--- src/rtl/fury_pkg.sv ---
// Shared types and constants for the Fury on Wheels truck lane mover.
//   state_e      : truck FSM state encoding
//   LANE_*       : lane codes; NO_LANE is the "player not in any lane" value
//   LFSR_TAPS    : tap mask for the 8-bit Fibonacci LFSR (x^8+x^6+x^5+x^4+1)
//   map_lane()   : folds an LFSR candidate onto a legal lane 0..2
package fury_pkg;

    typedef enum logic [1:0] {
        IDLE  = 2'd0,
        SPAWN = 2'd1,
        MOVE  = 2'd2,
        CRASH = 2'd3
    } state_e;

    localparam logic [1:0] LANE_L  = 2'd0;
    localparam logic [1:0] LANE_C  = 2'd1;
    localparam logic [1:0] LANE_R  = 2'd2;
    localparam logic [1:0] NO_LANE = 2'd3;

    localparam logic [7:0] LFSR_TAPS = 8'hB8;

    // Code 3 is not a drivable lane, so it folds onto the centre lane.
    function automatic logic [1:0] map_lane(input logic [1:0] cand);
        return (cand == NO_LANE) ? LANE_C : cand;
    endfunction

endpackage

--- src/rtl/lane_lfsr.sv ---
// 8-bit Fibonacci LFSR that free-runs every clock and offers a lane
// candidate for the next truck spawn.
//   clk_i   : clock
//   rst_ni  : synchronous active-low reset (loads SEED)
//   lane_o  : mapped lane 0..2 derived from the low two LFSR bits
module lane_lfsr
    import fury_pkg::*;
#(
    parameter logic [7:0] SEED = 8'hA5
) (
    input  logic       clk_i,
    input  logic       rst_ni,
    output logic [1:0] lane_o
);

    logic [7:0] lfsr_q, lfsr_d;

    // Tap mask includes bit 7, so the update is invertible and a nonzero
    // seed can never collapse to the all-zero lockup state.
    always_comb begin
        lfsr_d = {lfsr_q[6:0], ^(lfsr_q & LFSR_TAPS)};
    end

    always_ff @(posedge clk_i) begin
        if (!rst_ni) lfsr_q <= SEED;
        else         lfsr_q <= lfsr_d;
    end

    assign lane_o = map_lane(lfsr_q[1:0]);

endmodule

--- src/rtl/truck_lane_mover.sv ---
// Truck spawner/mover. Converts the divided slow clock into a one-cycle
// tick, spawns a truck in a pseudo-random lane, steps it toward the player
// once per tick and resolves crash / pass at position 0.
//   clock_in     : system clock
//   rst_n        : synchronous active-low reset
//   slow_clk     : divided square wave (already in clock_in domain)
//   enable       : game running
//   player_lane  : player lane 0..2, 3 = no lane (never collides)
//   truck_x      : truck position, ROAD_LEN-1 at spawn, 0 at the player
//   truck_lane   : truck lane 0..2
//   truck_active : truck visible (SPAWN/MOVE/CRASH)
//   crash        : high for the whole CRASH state
//   pass_pulse   : one cycle when a truck passes the player
//   score        : passed trucks, saturating at 255
module truck_lane_mover
    import fury_pkg::*;
#(
    parameter int         ROAD_LEN   = 16,
    parameter int         POS_W      = 4,
    parameter int         CRASH_HOLD = 8,
    parameter logic [7:0] LFSR_SEED  = 8'hA5
) (
    input  logic             clock_in,
    input  logic             rst_n,
    input  logic             slow_clk,
    input  logic             enable,
    input  logic [1:0]       player_lane,
    output logic [POS_W-1:0] truck_x,
    output logic [1:0]       truck_lane,
    output logic             truck_active,
    output logic             crash,
    output logic             pass_pulse,
    output logic [7:0]       score
);

    localparam int HOLD_W = (CRASH_HOLD > 1) ? $clog2(CRASH_HOLD) : 1;
    localparam logic [HOLD_W-1:0] HOLD_LAST = HOLD_W'(CRASH_HOLD - 1);
    localparam logic [POS_W-1:0]  X_SPAWN   = POS_W'(ROAD_LEN - 1);

    state_e            state_q, state_d;
    logic [POS_W-1:0]  x_q, x_d;
    logic [1:0]        lane_q, lane_d;
    logic              active_q, active_d;
    logic              crash_q, crash_d;
    logic              pass_q, pass_d;
    logic [7:0]        score_q, score_d;
    logic [HOLD_W-1:0] hold_q, hold_d;
    logic              slow_q;
    logic              tick_q;
    logic [1:0]        lane_cand;

    lane_lfsr #(.SEED(LFSR_SEED)) u_lfsr (
        .clk_i  (clock_in),
        .rst_ni (rst_n),
        .lane_o (lane_cand)
    );

    // Rising-edge detect on slow_clk, registered so the FSM sees a clean
    // single-cycle tick. slow_q resets high so a slow_clk already high at
    // reset release is not mistaken for an edge.
    always_ff @(posedge clock_in) begin
        if (!rst_n) begin
            slow_q <= 1'b1;
            tick_q <= 1'b0;
        end else begin
            slow_q <= slow_clk;
            tick_q <= slow_clk & ~slow_q;
        end
    end

    always_comb begin
        state_d  = state_q;
        x_d      = x_q;
        lane_d   = lane_q;
        active_d = active_q;
        crash_d  = crash_q;
        pass_d   = 1'b0;
        score_d  = score_q;
        hold_d   = hold_q;
        unique case (state_q)
            IDLE: begin
                active_d = 1'b0;
                crash_d  = 1'b0;
                if (enable && tick_q) state_d = SPAWN;
            end
            SPAWN: begin
                if (!enable) begin
                    state_d  = IDLE;
                    active_d = 1'b0;
                end else begin
                    x_d      = X_SPAWN;
                    lane_d   = lane_cand;
                    active_d = 1'b1;
                    state_d  = MOVE;
                end
            end
            MOVE: begin
                // An enable drop beats a coincident tick: no pass, no crash.
                if (!enable) begin
                    state_d  = IDLE;
                    active_d = 1'b0;
                end else if (tick_q) begin
                    if (x_q != '0) begin
                        x_d = x_q - POS_W'(1);
                    end else if (lane_q == player_lane) begin
                        state_d = CRASH;
                        crash_d = 1'b1;
                        hold_d  = '0;
                    end else begin
                        pass_d  = 1'b1;
                        score_d = (score_q == 8'hFF) ? score_q : score_q + 8'd1;
                        state_d = SPAWN;
                    end
                end
            end
            CRASH: begin
                // enable is deliberately ignored: the crash always plays out.
                if (tick_q) begin
                    if (hold_q == HOLD_LAST) begin
                        state_d  = IDLE;
                        crash_d  = 1'b0;
                        active_d = 1'b0;
                    end else begin
                        hold_d = hold_q + HOLD_W'(1);
                    end
                end
            end
            default: state_d = IDLE;
        endcase
    end

    always_ff @(posedge clock_in) begin
        if (!rst_n) begin
            state_q  <= IDLE;
            x_q      <= '0;
            lane_q   <= LANE_L;
            active_q <= 1'b0;
            crash_q  <= 1'b0;
            pass_q   <= 1'b0;
            score_q  <= 8'd0;
            hold_q   <= '0;
        end else begin
            state_q  <= state_d;
            x_q      <= x_d;
            lane_q   <= lane_d;
            active_q <= active_d;
            crash_q  <= crash_d;
            pass_q   <= pass_d;
            score_q  <= score_d;
            hold_q   <= hold_d;
        end
    end

    assign truck_x      = x_q;
    assign truck_lane   = lane_q;
    assign truck_active = active_q;
    assign crash        = crash_q;
    assign pass_pulse   = pass_q;
    assign score        = score_q;

endmodule

--- config.mk ---
export PLATFORM = sky130hd
export DESIGN_NAME = truck_lane_mover
export DESIGN_NICKNAME = d
export VERILOG_FILES = /design/src/rtl/fury_pkg.sv /design/src/rtl/lane_lfsr.sv /design/src/rtl/truck_lane_mover.sv
export SDC_FILE = /design/constraint.sdc
export NUM_CORES = 1
export LEC_CHECK = 0
export CAP_MARGIN = 20
export CELL_PAD_IN_SITES_DETAIL_PLACEMENT = 0
export CELL_PAD_IN_SITES_GLOBAL_PLACEMENT = 1
export CORE_MARGIN = 2
export CORE_UTILIZATION = 40
export CTS_CLUSTER_SIZE = 30
export DETAILED_ROUTE_END_ITERATION = 10
export PLACE_DENSITY = 0.81
export SLEW_MARGIN = 40
export SYNTH_ARGS = -nofsm -noshare
export SYNTH_HDL_FRONTEND = slang
export SYNTH_SLANG_ARGS = --single-unit
--- constraint.sdc ---
create_clock -name clock_in -period 1.89 [get_ports clock_in]
set_input_delay 0.378 -clock clock_in [delete_from_list [all_inputs] [get_ports clock_in]]
set_output_delay 0.378 -clock clock_in [all_outputs]
set_load 0.005 [all_outputs]
==> results of run 1 <==
## sequential cells by signal (all words and copies together), names as in the netlist
name and count:
truck_lane 2, slow_q 1, hold_q 3, u_lfsr.lfsr_q 8
truck_active 1, state_q 2, truck_x 4, tick_q 1
pass_pulse 1, crash 1, score 8
## per-layer routing
metal  up-vias  GRT usage  part of all wire
li1        658          -                 -
met1       609      0.220              0.47
met2        30      0.286              0.47
met3         7     0.0469             0.037
met4         0     0.0984             0.025
met5         -          0                 0
## final cells by class
cell class	count	area, um2
fill	338	1640
tap	48	60.1
sequential	32	641
clock buffer	7	96.3
inverter	8	30.0
multi-input combinational	113	795
timing repair buffer	38	340
## worst max-delay path by stage
stage                        start       end  slack (ns)  cells after the start
global placement    player_lane[1]  score[2]       -0.13                      6
finish              player_lane[0]  score[3]        0.08                      5
floorplan               truck_x[0]  score[5]        0.20                      7
global route            truck_x[1]  score[3]      -0.001                      6
detailed placement  player_lane[1]  score[2]       -0.20                      6
CTS                     truck_x[0]  score[2]        0.05                      7
## layout by cell type (no fill, tap or decap), types with 4 or more instances in the layout
master / count
and2_1: 5
dfxtp_1: 32
or4_1: 4
clkbuf_8: 7
nand3_1: 10
nand2b_1: 5
inv_1: 7
a21oi_1: 10
nor2_1: 9
o21ai_0: 6
a311oi_1: 4
nand2_1: 10
buf_4: 16
clkdlybuf4s50_1: 22
## metrics by stage
step | hold slack (ns) | setup slack, ns | utilization | total power [mW]
after floorplan | 0.367 | 0.200 | - | 0.765
after global placement | 0.378 | -0.134 | 0.509 | 0.800
after detailed placement | 0.371 | -0.200 | 0.509 | 0.803
after CTS | 0.380 | 0.0538 | 0.535 | 1.37
after global routing | 0.382 | -0.00128 | 0.544 | 1.41
final | 0.379 | 0.0800 | 0.544 | 1.36
## cell families (layout without fill, tap and decap cells)
group | Yosys count | in the layout | share of synthesized area
compound gates | 41 | 41 | 0.198
buf+inv | 15 | 53 | 0.0459
simple gates | 60 | 60 | 0.238
fa+ha+maj | 4 | 4 | 0.0340
mux | 1 | 1 | 0.00680
xor+xnor | 7 | 7 | 0.0417
flops | 32 | 32 | 0.435
## critical path, stage by stage
cell and delay, ns:
clkdlybuf4s50_1 0.50, xor2_1 0.30, o211ai_4 0.15, or4_1 0.56, a21oi_2 0.14
## power by group through the flow
| stage | clock [mW] | combinational [mW] | sequential (mW) |
|---|---|---|---|
| after floorplan | 0 | 0.0489 | 0.716 |
| after global placement | 0 | 0.0827 | 0.718 |
| after detailed placement | 0 | 0.0848 | 0.718 |
| after CTS | 0.579 | 0.0855 | 0.703 |
| after global routing | 0.614 | 0.0954 | 0.705 |
| final | 0.571 | 0.0871 | 0.703 |
==> impl_metrics.toml, run 1 <==
[layout]
layout-drive-gt1-share = 0.162
final_area_mm2 = 0.00196
syn_to_final_growth_pct = 33.3
fin_cells = 246
diodes = 0
fin_nets = 208

[timing]
fin_setup_tns_ns = 0
drv_slew = 0
tightest_slew_ns = 0.607
layout_min_cycle_time_ns = 1.81
relSlewSlack = 0.594
finalHoldViolCount = 0
max_clock_freq_mhz = 552
min_period_over_period = 0.958
finalSetupViolCount = 0
finalClockSkew_ns = 0.00870

[floorplanning]
num_rows = 22
core_mm2 = 0.00361
fp.dieH_um = 64.7
start_util = 0.408
ios = 23
die_width_um = 64.7
die-area_mm2 = 0.00418

[power]
seq_power_share = 0.516
combPwrFrac = 0.064
intPower_mw = 1.06
netSwitchingFraction = 0.219
clkPwrFrac = 0.420
power.density_mw_per_mm2 = 694
p_switching_mw = 0.299
ir_drop_mv = 0.408
leakagePower_nw = 0.696

[setup_path]
r2r_start = "truck_x[0]"
crit_type = "in -> reg"
r2r_slack_ns = 0.11
critPathMaxFanout = 7
crit-reg2reg-capture = "score[3]"
worst-endpoint-required_ns = 2.11
end_kind = "register"
worstPathArrival_ns = 2.03
r2r_cells = 6
start_kind = "input pin"

[clocking]
cts.clk_slew.worst_paths_ns = 0.06
clockBufferDepth = 2
ctsHoldBuffers = 0
post_cts_buffers = 0
root_buffer = "clkbuf_8"
clk_latency_ns = 0.29
cts_tree = "yes"
cts_resized = 0
numClockSinks = 32
htreeDepth = 2
numCtsBuffers = 5

[global_route]
first_global_vias = 1287
globalRouteTotalUtil = 0.179
gr-total-overflow = 0
grt_pass1_wl_um = 5730
antenna_found_initial = 0
grt_max_degree = 16

[yosys]
synth.area.top_cells = "dfxtp_1, a21oi_1, ha_1, nand3_1, nand2_1"
synth_top_area_frac = 0.435
synth_seq_area_share = 0.435
syn_avg_cell_area_um2 = 9.20
syn-cell-area_mm2 = 0.00147
yosysWarningCount = 0
synth_most_common_cell = "dfxtp_1"
synth_edf_count = 0
synth_cell_types = 43
netlist_instances = 160
syn-num-nets = 170
synth_common_cells = "dfxtp_1, a21oi_1, nand2_1, nand3_1, nor2_1"
async_flop_share = 0
synth_flop_cell = "dfxtp_1"
ys_ff_latch = 32
yosys.area.top_type = "dfxtp_1"

[placed_design]
place_hpwl_um = 2340
placed_cells = 239
port_buffers = 22
gp_congestion = 0.813
placed_cell_area_mm2 = 0.00183

[routing]
vias_per_cell = 5.30
remaining_drc_errors = 0
drt_iter0_markers = 85
avgRoutedWirePerCell_um = 13.6
vias = 1304
drt_wl_total_um = 3350
antenna_left = 0
first_pass_iters = 4

[status]
status = "finished, final reports clean"

[worst_hold_path]
whs_path_depth = 1
hold_start = "slow_q"
whs_endpoint = "tick_q"
hold_class = "reg -> reg"

[run]
max_cap_violations = 0
No activity file was read; power rests on OpenSTA's default activity.
==> run 2, diff against run 1 <==
Settings changed: SLEW_MARGIN 40 to 20.
==> results of run 2 <==
Same layout as run 1: the final DEF is identical, and so are final timing and power.
==> run 3, diff against run 2 <==
Settings changed: SETUP_SLACK_MARGIN set to 0.3.
==> run 3 against run 2 <==
Via count is 2.6% higher. Non-clock buffer count is 5 higher. Critical path depth is 1 higher. Clock-buffer cell count is 1 lower. Highest routed layer unchanged.
==> impl_metrics.toml, run 3 (synthesis gave the netlist of run 1 again) <==
[power]
ir_drop_mv = 0.432
power.density_mw_per_mm2 = 634
intPower_mw = 1.02
combPwrFrac = 0.066
clkPwrFrac = 0.408
p_switching_mw = 0.306
power_mw = 1.33
leakagePower_nw = 0.777
seq_power_share = 0.526
netSwitchingFraction = 0.231

[routing]
antenna_left = 0
met1_length_um = 1630
vias = 1338
remaining_drc_errors = 0
drt_iter0_markers = 113
wl_met2_um = 1700
first_pass_iters = 4
drt_wl_total_um = 3500
dr.max_layer_used = "met4"
avgRoutedWirePerCell_um = 13.9
vias_per_cell = 5.31
met3_length_um = 87

[floorplanning]
ios = 23
num_rows = 22
core_mm2 = 0.00361
die-area_mm2 = 0.00418
die_width_um = 64.7
fp.dieH_um = 64.7
start_util = 0.408

[clocking]
htreeDepth = 2
clk_latency_ns = 0.29
cts.clk_slew.worst_paths_ns = 0.07
numClockSinks = 32
numCtsBuffers = 5
clockBufferDepth = 2
root_buffer = "clkbuf_8"
cts_tree = "yes"

[setup_path]
r2r_cells = 6
crit_type = "reg -> reg"
cpPeakStageDelay_ns = 0.50
end_kind = "register"
worst-endpoint-required_ns = 2.10
path_depth = 6
start_kind = "register"
worstPathArrival_ns = 1.85
critPathMaxFanout = 8
crit_family = "simple AND/OR/NAND/NOR gates"
cp_num_buf_inv = 1
cp_slowest_cell = "or4_4"
path_cells = "inv_2 -> ha_4 -> nor3b_4 -> o211ai_4 -> or4_4 -> a21oi_2"

[timing]
rsz0062_at_grt = "true"
max_clock_freq_mhz = 608
fin_setup_tns_ns = 0
finalHoldViolCount = 0
min_period_over_period = 0.871
finalWorstSetupSlack_ns = 0.244
tightest_slew_ns = 0.433
relSlewSlack = 0.710
finalSetupViolCount = 0
drv_slew = 0
whs_ns = 0.387
layout_min_cycle_time_ns = 1.65
finalClockSkew_ns = 0.00777

[placed_design]
place_hpwl_um = 2410
port_buffers = 22
gp_congestion = 0.808
dpl_worst_slack_ns = -0.192
placed_cell_area_mm2 = 0.00186

[layout]
layout-drive-gt1-share = 0.314
final_area_mm2 = 0.00209
fin_nets = 213
syn_to_final_growth_pct = 42.3
diodes = 0
final_cell_mix = "buf_4, dfxtp_1, clkdlybuf4s50_1"
mostFrequentLayoutCell = "buf_4"

[global_route]
first_global_vias = 1326
gr-total-overflow = 0
grt_pass1_wl_um = 6100
antenna_found_initial = 0
grt_max_degree = 16
globalRouteTotalUtil = 0.191

[status]
status = "finished, final reports clean"

[worst_hold_path]
hold_class = "reg -> reg"
whs_path_depth = 1

[run]
max_cap_violations = 0
-- run 3: metrics by stage --
stage,utilization,instances
global placement,0.516,240
detailed placement,0.516,240
global route,0.581,252
finish,0.581,252
floorplan,-,160
CTS,0.562,251
-- run 3: power groups by stage --
stage          logic [mW]  clock network, mW  registers [mW]
2_1_floorplan      0.0490                  0           0.716
3_3_place_gp       0.0814                  0           0.718
3_5_place_dp       0.0843                  0           0.718
4_1_cts            0.0859              0.556           0.702
5_1_grt            0.0973              0.591           0.699
6_report           0.0880              0.542           0.698
-- run 3: repair_timing --
item	4_1_cts	5_1_grt
buffers inserted	3	1
gates resized for setup	22	17
endpoints found under the setup margin	26	25
pin swaps	7	10
hold buffers	0	0
-- run 3: final timing paths --
| kind | slack, ns | startpoint | endpoint |
|---|---|---|---|
| hold / removal | 0.39 | slow_q | tick_q |
| setup / recovery | 0.24 | truck_x[1] | score[5] |
| hold reg to reg | 0.39 | slow_q | tick_q |
| setup reg to reg | 0.24 | truck_x[1] | score[5] |
-- run 3: area by class of cell --
cell class	instances	area [um2]
fillers	316	1510
clock inverters	2	10.0
flip-flops and latches	32	668
clock buffers	6	82.6
inverters	8	30.0
repair buffers	43	387
well taps	48	60.1
multi-input cells	113	857
-- run 3: per-layer routing --
layer | vias up | global-route usage
met1 | 643 | 0.254
met4 | 0 | 0.0984
met2 | 18 | 0.292
met5 | - | 0
met3 | 9 | 0.0417
li1 | 668 | -
